--- src/rtl/wb_byte_master_if.sv ---
// rtl/wb_byte_master_if.sv - byte-stream and Wishbone signal bundle for wb_byte_master
//
// Purpose: groups the host byte streams (rx/tx valid-ready), the Wishbone
// master signals and the busy flag so the bridge takes a single bundle port.
// Ports (signals):
//   rx_valid/rx_ready/rx_data  incoming command bytes from the UART PHY
//   tx_valid/tx_ready/tx_data  outgoing response bytes to the UART PHY
//   wb_cyc/wb_stb/wb_we/wb_tag/wb_sel/wb_adr/wb_mosi  Wishbone master outputs
//   wb_miso/wb_ack/wb_err      Wishbone slave returns
//   busy                       bridge is mid-command
// Modports: master (the bridge), slave (PHY + interconnect side).
interface wb_byte_master_if #(
  parameter int ADDR_WIDTH = 32,
  parameter int TAG_WIDTH  = 1
);
  logic                  rx_valid;
  logic                  rx_ready;
  logic [7:0]            rx_data;
  logic                  tx_valid;
  logic                  tx_ready;
  logic [7:0]            tx_data;
  logic                  wb_cyc;
  logic                  wb_stb;
  logic                  wb_we;
  logic [TAG_WIDTH-1:0]  wb_tag;
  logic [3:0]            wb_sel;
  logic [ADDR_WIDTH-1:0] wb_adr;
  logic [31:0]           wb_mosi;
  logic [31:0]           wb_miso;
  logic                  wb_ack;
  logic                  wb_err;
  logic                  busy;

  modport master (
    input  rx_valid, rx_data, tx_ready, wb_miso, wb_ack, wb_err,
    output rx_ready, tx_valid, tx_data, wb_cyc, wb_stb, wb_we, wb_tag,
           wb_sel, wb_adr, wb_mosi, busy
  );

  modport slave (
    output rx_valid, rx_data, tx_ready, wb_miso, wb_ack, wb_err,
    input  rx_ready, tx_valid, tx_data, wb_cyc, wb_stb, wb_we, wb_tag,
           wb_sel, wb_adr, wb_mosi, busy
  );
endinterface

--- src/rtl/wb_byte_master.sv ---
// rtl/wb_byte_master.sv - host-debug bridge turning a byte stream into Wishbone cycles
//
// Purpose: receives cmd(1) + addr(4, LE) [+ wdata(4, LE)] bytes, runs one
// classic Wishbone cycle, and returns status(1) [+ rdata(4, LE) for reads].
// Commands: 0x01 write, 0x02 read, anything else -> status 0xFF, no bus cycle.
// Status: 0x00 ack, 0x01 err (wins over ack), 0x02 timeout, 0xFF bad command.
// Ports:
//   sys_clk    system clock
//   sys_rst_n  asynchronous active-low reset
//   bus        wb_byte_master_if.master: rx/tx byte streams, Wishbone master, busy
module wb_byte_master #(
  parameter int ADDR_WIDTH     = 32,
  parameter int DATA_WIDTH     = 32,
  parameter int TAG_WIDTH      = 1,
  parameter int TIMEOUT_CYCLES = 1024
) (
  input  logic                   sys_clk,
  input  logic                   sys_rst_n,
  wb_byte_master_if.master       bus
);

  localparam int              CW     = $clog2(TIMEOUT_CYCLES);
  localparam logic [CW-1:0]   C_LAST = CW'(TIMEOUT_CYCLES - 1);

  typedef enum logic [2:0] {
    S_IDLE,
    S_ADDR,
    S_WDATA,
    S_BUS,
    S_RESP
  } state_t;

  state_t                r_state;
  state_t                w_next;

  logic [1:0]            r_idx;
  logic [CW-1:0]         r_cnt;
  logic                  r_we;
  logic                  r_rd;
  logic                  r_stat_sent;
  logic [7:0]            r_status;
  logic [31:0]           r_adr;
  logic [DATA_WIDTH-1:0] r_wdata;
  logic [DATA_WIDTH-1:0] r_rdata;

  logic                  w_rx_ready;
  logic                  w_tx_valid;
  logic                  w_bus_act;
  logic                  w_rx_fire;
  logic                  w_tx_fire;

  always_ff @(posedge sys_clk or negedge sys_rst_n) begin
    if (!sys_rst_n) begin
      r_state <= S_IDLE;
    end else begin
      r_state <= w_next;
    end
  end

  always_comb begin
    w_next     = r_state;
    w_rx_ready = 1'b0;
    w_tx_valid = 1'b0;
    w_bus_act  = 1'b0;
    case (r_state)
      S_IDLE: begin
        w_rx_ready = 1'b1;
        if (bus.rx_valid) begin
          if (bus.rx_data == 8'h01 || bus.rx_data == 8'h02) begin
            w_next = S_ADDR;
          end else begin
            w_next = S_RESP;
          end
        end
      end
      S_ADDR: begin
        w_rx_ready = 1'b1;
        if (bus.rx_valid && r_idx == 2'd3) begin
          w_next = r_we ? S_WDATA : S_BUS;
        end
      end
      S_WDATA: begin
        w_rx_ready = 1'b1;
        if (bus.rx_valid && r_idx == 2'd3) begin
          w_next = S_BUS;
        end
      end
      S_BUS: begin
        w_bus_act = 1'b1;
        if (bus.wb_ack || bus.wb_err || r_cnt == C_LAST) begin
          w_next = S_RESP;
        end
      end
      S_RESP: begin
        w_tx_valid = 1'b1;
        // Writes and bad commands end after the status byte; reads after 4 data bytes.
        if (bus.tx_ready && (r_stat_sent ? (r_idx == 2'd3) : !r_rd)) begin
          w_next = S_IDLE;
        end
      end
      default: w_next = S_IDLE;
    endcase
  end

  assign w_rx_fire = w_rx_ready & bus.rx_valid;
  assign w_tx_fire = w_tx_valid & bus.tx_ready;

  always_ff @(posedge sys_clk or negedge sys_rst_n) begin
    if (!sys_rst_n) begin
      r_idx       <= '0;
      r_cnt       <= '0;
      r_we        <= 1'b0;
      r_rd        <= 1'b0;
      r_stat_sent <= 1'b0;
      r_status    <= '0;
      r_adr       <= '0;
      r_wdata     <= '0;
      r_rdata     <= '0;
    end else begin
      // Byte index restarts on every state change; the status byte does not advance it.
      if (w_next != r_state) begin
        r_idx <= '0;
      end else if (w_rx_fire || (w_tx_fire && r_stat_sent)) begin
        r_idx <= r_idx + 2'd1;
      end

      if (r_state != S_BUS) begin
        r_cnt <= '0;
      end

      case (r_state)
        S_IDLE: begin
          if (bus.rx_valid) begin
            r_we        <= (bus.rx_data == 8'h01);
            r_rd        <= (bus.rx_data == 8'h02);
            r_status    <= (bus.rx_data == 8'h01 || bus.rx_data == 8'h02) ? 8'h00 : 8'hFF;
            r_stat_sent <= 1'b0;
            r_rdata     <= '0;
          end
        end
        S_ADDR: begin
          if (bus.rx_valid) begin
            r_adr[{r_idx, 3'b000} +: 8] <= bus.rx_data;
          end
        end
        S_WDATA: begin
          if (bus.rx_valid) begin
            r_wdata[{r_idx, 3'b000} +: 8] <= bus.rx_data;
          end
        end
        S_BUS: begin
          if (bus.wb_ack || bus.wb_err) begin
            r_status <= bus.wb_err ? 8'h01 : 8'h00;
            r_rdata  <= (r_rd && !bus.wb_err) ? bus.wb_miso : '0;
          end else if (r_cnt == C_LAST) begin
            r_status <= 8'h02;
            r_rdata  <= '0;
          end else begin
            // Only reached below C_LAST, so the counter can never wrap.
            r_cnt <= r_cnt + 1'b1;
          end
        end
        S_RESP: begin
          if (bus.tx_ready && !r_stat_sent) begin
            r_stat_sent <= 1'b1;
          end
        end
        default: ;
      endcase
    end
  end

  assign bus.rx_ready = w_rx_ready;
  assign bus.tx_valid = w_tx_valid;
  assign bus.tx_data  = r_stat_sent ? r_rdata[{r_idx, 3'b000} +: 8] : r_status;
  assign bus.wb_cyc   = w_bus_act;
  assign bus.wb_stb   = w_bus_act;
  assign bus.wb_we    = w_bus_act & r_we;
  assign bus.wb_tag   = '0;
  assign bus.wb_sel   = {4{w_bus_act}};
  assign bus.wb_adr   = r_adr[ADDR_WIDTH-1:0];
  assign bus.wb_mosi  = r_wdata;
  assign bus.busy     = (r_state != S_IDLE);

endmodule

--- src/flat_wrapper.sv ---
// flat-port wrapper written by rule: the top's interface ports become plain ports
module wb_byte_master_flat 
#(
  parameter int ADDR_WIDTH     = 32,
  parameter int DATA_WIDTH     = 32,
  parameter int TAG_WIDTH      = 1,
  parameter int TIMEOUT_CYCLES = 1024
)
  (sys_clk, sys_rst_n, bus_rx_valid, bus_rx_data, bus_tx_ready, bus_wb_miso, bus_wb_ack, bus_wb_err, bus_rx_ready, bus_tx_valid, bus_tx_data, bus_wb_cyc, bus_wb_stb, bus_wb_we, bus_wb_tag, bus_wb_sel, bus_wb_adr, bus_wb_mosi, bus_busy);
  wb_byte_master_if #(.ADDR_WIDTH(ADDR_WIDTH), .TAG_WIDTH(TAG_WIDTH)) bus_i ();
  input  logic sys_clk;
  input  logic sys_rst_n;
  input wire logic [$bits(bus_i.rx_valid)-1:0] bus_rx_valid;
  input wire logic [$bits(bus_i.rx_data)-1:0] bus_rx_data;
  input wire logic [$bits(bus_i.tx_ready)-1:0] bus_tx_ready;
  input wire logic [$bits(bus_i.wb_miso)-1:0] bus_wb_miso;
  input wire logic [$bits(bus_i.wb_ack)-1:0] bus_wb_ack;
  input wire logic [$bits(bus_i.wb_err)-1:0] bus_wb_err;
  output wire logic [$bits(bus_i.rx_ready)-1:0] bus_rx_ready;
  output wire logic [$bits(bus_i.tx_valid)-1:0] bus_tx_valid;
  output wire logic [$bits(bus_i.tx_data)-1:0] bus_tx_data;
  output wire logic [$bits(bus_i.wb_cyc)-1:0] bus_wb_cyc;
  output wire logic [$bits(bus_i.wb_stb)-1:0] bus_wb_stb;
  output wire logic [$bits(bus_i.wb_we)-1:0] bus_wb_we;
  output wire logic [$bits(bus_i.wb_tag)-1:0] bus_wb_tag;
  output wire logic [$bits(bus_i.wb_sel)-1:0] bus_wb_sel;
  output wire logic [$bits(bus_i.wb_adr)-1:0] bus_wb_adr;
  output wire logic [$bits(bus_i.wb_mosi)-1:0] bus_wb_mosi;
  output wire logic [$bits(bus_i.busy)-1:0] bus_busy;
  assign bus_i.rx_valid = bus_rx_valid;
  assign bus_i.rx_data = bus_rx_data;
  assign bus_i.tx_ready = bus_tx_ready;
  assign bus_i.wb_miso = bus_wb_miso;
  assign bus_i.wb_ack = bus_wb_ack;
  assign bus_i.wb_err = bus_wb_err;
  assign bus_rx_ready = bus_i.rx_ready;
  assign bus_tx_valid = bus_i.tx_valid;
  assign bus_tx_data = bus_i.tx_data;
  assign bus_wb_cyc = bus_i.wb_cyc;
  assign bus_wb_stb = bus_i.wb_stb;
  assign bus_wb_we = bus_i.wb_we;
  assign bus_wb_tag = bus_i.wb_tag;
  assign bus_wb_sel = bus_i.wb_sel;
  assign bus_wb_adr = bus_i.wb_adr;
  assign bus_wb_mosi = bus_i.wb_mosi;
  assign bus_busy = bus_i.busy;
  wb_byte_master #(.ADDR_WIDTH(ADDR_WIDTH), .DATA_WIDTH(DATA_WIDTH), .TAG_WIDTH(TAG_WIDTH), .TIMEOUT_CYCLES(TIMEOUT_CYCLES)) u_core (.sys_clk(sys_clk), .sys_rst_n(sys_rst_n), .bus(bus_i));
endmodule
--- config.mk ---
export PLATFORM = sky130hd
export DESIGN_NAME = wb_byte_master_flat
export DESIGN_NICKNAME = d
export VERILOG_FILES = /design/src/rtl/wb_byte_master_if.sv /design/src/rtl/wb_byte_master.sv /design/src/flat_wrapper.sv
export SDC_FILE = /design/constraint.sdc
export NUM_CORES = 1
export LEC_CHECK = 0
export CORE_MARGIN = 5
export CORE_UTILIZATION = 49
export CTS_CLUSTER_DIAMETER = 100
export DETAILED_ROUTE_END_ITERATION = 10
export PLACE_DENSITY = 0.8
export SLEW_MARGIN = 20
export SYNTH_ARGS = -nofsm -noshare
export SYNTH_HDL_FRONTEND = slang
export SYNTH_SLANG_ARGS = --single-unit
export TNS_END_PERCENT = 50
--- constraint.sdc ---
create_clock -name sys_clk -period 2.4 [get_ports sys_clk]
set_clock_uncertainty 0.1 [all_clocks]
set_input_delay 0.24 -clock sys_clk [delete_from_list [all_inputs] [get_ports sys_clk]]
set_output_delay 0.24 -clock sys_clk [all_outputs]
set_load 0.03 [all_outputs]
==> metrics.md <==
| Metric | Value |
|---|---|
| Final setup fails | 0 |
| Antenna viol nets, final | 0 |
| Synthesized Nets | a little over 500 |
| Share of flip-flops with an asynchronous set or reset | 100% |
| Maximum fanout along the worst path | 4 |
| Clock Tree Root | clkbuf_8 |
| Initial antenna violation count | 0 |
| Routed WL | 13100 um |
| Most common cell after layout, fill and taps aside | dfrtp_1 |
| Area Overhead vs Synth | 41.1% |
| Full die area | roughly 0.012 mm2 |
| HPWL after DPL | 9280 um |
| VDD IR max | roughly 670 uV |
| Vias in the first global route | between 4k and 5k |
| Share of the synthesized area in the top cell type | 57.9% |
| CP Data Required Time | roughly 2.1 ns |
| Clk_lat worst skew | about 0.52 ns |
| P_leak | ~3.2 nW |
| Die X | ~110 um |
| Number of synthesized flops with an enable pin | 0 |
| Final Hold Fails | 0 |
| Fin crit share | 98.3% |
| Syn Area/Cell | 11.0 um2 |
| I/O pins | 129 |
| Total track usage | a little over a fifth |
| Crit Path Class | reg2out |
| Dpl cell area | between 0.006 and 0.007 mm2 |
| Drt drc | 0 |
| Row count | 37 |
| Max-Cap Viols | 0 |
| Seq/Total Area, Yosys | about 58% |
| Max-slew violation count | 0 |
| Worst path max stage delay | around 0.51 ns |
| Worst slew margin | 39.2% |
| Crit-path leading delay family | multiplexers |
| YS warnings | 0 |
| Max clock buf depth | 2 |
| Final instance area | around 0.0071 mm2 |
| Number of port buffers | between 100 and 150 |
| Core area | just over 0.01 mm2 |
| Clock sink count | between 100 and 150 |
| Seq cells post-synth | about 120 |
| DR WL/cell | about 17 um |
| Setup bufs post-CTS | 0 |
| Ys flop type | dfrtp_1 |
| Iteration-0 DRC Markers | 270 |
| Worst path cell trace | mux4_2 -> mux2_2 -> clkdlybuf4s15_2 |
| CP Data Arrival Time | 2.02 ns |
| Num CTS Buffers | 17 |
| Die Height | between 100 and 150 um |
| Initial core utilization | 49.7% |
| Slew @ Worst Pin | around 0.91 ns |
| Vias | just over 4k |
| Synth top area cells | dfrtp_1 (58%), a22o_1 (8.3%), nand2_1 (7.8%) |
| Worst Hold Class | in2async |
| Fillcell total | 727 |
| Vias per cell | 5.54 |
| Fmax | 424 MHz |
| Most frequent cells in the layout | dfrtp_1 (115), clkdlybuf4s50_1 (109), nand2_1 (105) |
| Library cells used by synthesis | 45 |
| GRT overflow | 0 |
| Cells after Synth | ~460 |
| DRT Pass-1 Iters | 6 |
| Final RePlAce weighted congestion | between 0.8 and 0.9 |
| N_diodes | 0 |
| Crit end category | output pin |
| Number of H-tree levels | 4 |
| CP startpoint kind | flop |
| Cell taking the most area after synthesis | dfrtp_1 |
| Fin util | approximately 70% |
| Bufs and invs on worst path | 1 |
| Outcome | finished clean |
| Unrepaired setup endpoints after global routing | true |
| Synthesized cell area | 0.00506 mm2 |
| Largest net degree at the start of global routing | 55 |
| First-pass GRT wire length | between 20000 and 25000 um |
| Clock tree from TritonCTS | yes |
| Layout cells sized above 1 | between 10% and 20% |
| Nets | approximately 650 |
| Tmin final | between 2 and 2.5 ns |
| Clk slew on worst S/H paths | around 0.060 ns |
| PD cells | approximately 840 mW/mm2 |
| Slowest stage cell, crit path | mux4_2 |
synthesized netlist by cell type (2+ instances only):
master	instances
mux4_2	8
xor2_1	6
xnor2_1	2
a21o_1	2
o211a_1	3
nor2_1	13
nand3_1	6
or3_1	2
buf_4	7
buf_2	4
and3_1	7
nor3_1	5
and4bb_2	2
ha_1	5
clkbuf_1	15
mux2_2	2
a21oi_1	5
buf_6	5
o41ai_1	2
and2_1	2
a21boi_0	2
dfrtp_1	117
a22o_1	48
o21ai_0	57
nand4_1	3
inv_1	6
nand2_1	105
logic make-up (layout without fill, tap and decap cells):
family | Yosys count | count (layout) | share of synthesized area [%]
flops | 117 | 117 | 57.9
buf+inv | 38 | 190 | 4.18
xor+xnor | 8 | 8 | 1.39
other cells | 1 | 1 | 0.0741
compound gates | 126 | 126 | 17.6
fa+ha+maj | 5 | 5 | 1.24
mux | 11 | 11 | 4.21
simple gates | 153 | 153 | 13.4
where the power goes:
part           switching, W  internal (W)
clock network      0.000886       0.00187
logic              0.000679      0.000446
registers         0.0000830       0.00204
final timing paths:
kind | from | depth (start not counted) | to | slack (ns)
min | sys_rst_n | 2 | u_core.bus.wb_mosi[3] | 0.21
max reg2reg | u_core.r_cnt[0] | 5 | u_core.r_rdata[30] | 0.19
min reg2reg | u_core.bus.wb_adr[22] | 2 | u_core.bus.wb_adr[22] | 0.38
max in group asynchronous | sys_rst_n | 3 | u_core.r_state[2] | 1.29
min in group sys_clk | bus_wb_miso[31] | 2 | u_core.r_rdata[31] | 0.22
max | u_core.r_idx[0] | 3 | bus_tx_data[1] | 0.04
routing by layer:
| metal | vias up | GRT usage, % | part of all wire [%] |
|---|---|---|---|
| li1 | 1903 | - | - |
| met5 | - | 0 | 0 |
| met4 | 0 | 8.84 | 1.9 |
| met2 | 194 | 33.5 | 47 |
| met1 | 2024 | 28.3 | 43 |
| met3 | 19 | 6.68 | 7.4 |
final cells by class:
| type | count | area (um2) | area share (%) |
|---|---|---|---|
| clock buffer | 20 | 455 | 6.38 |
| clock inverter | 12 | 200 | 2.81 |
| inverter | 6 | 26.3 | 0.368 |
| multi-input combinational | 304 | 1920 | 26.9 |
| sequential | 117 | 2930 | 41.1 |
| tap | 136 | 170 | 2.39 |
| timing repair buffer | 152 | 1430 | 20.1 |
per-stage QoR:
stage          power (W)  instances  hold slack (ns)  TNS [ns]  setup WS (ns)
2_1_floorplan    0.00286        459           -0.156         0          0.295
3_3_place_gp     0.00331        714            0.206         0          0.130
5_1_grt          0.00625        747            0.201    -0.134        -0.0512
6_report         0.00600        747            0.211         0         0.0415
4_1_cts          0.00605        747            0.194   -0.0162        -0.0162
3_5_place_dp     0.00332        714            0.207         0          0.136
flip-flops by register name, summed over array words and instances (netlist names):
signal / flops
u_core.r_idx: 2
u_core.r_rdata: 32
u_core.r_cnt: 10
u_core.r_rd: 1
u_core.r_status: 3
u_core.r_stat_sent: 1
u_core.bus.wb_adr: 32
u_core.r_we: 1
u_core.bus.wb_mosi: 32
u_core.r_state: 3
timing repair:
item	4_1_cts	5_1_grt
endpoints found under the hold margin	52	0
hold buffers	1	0
endpoints found under the setup margin	16	11
resized for setup	46	8
pin swaps	0	1
No activity file was read; power rests on OpenSTA's default activity.
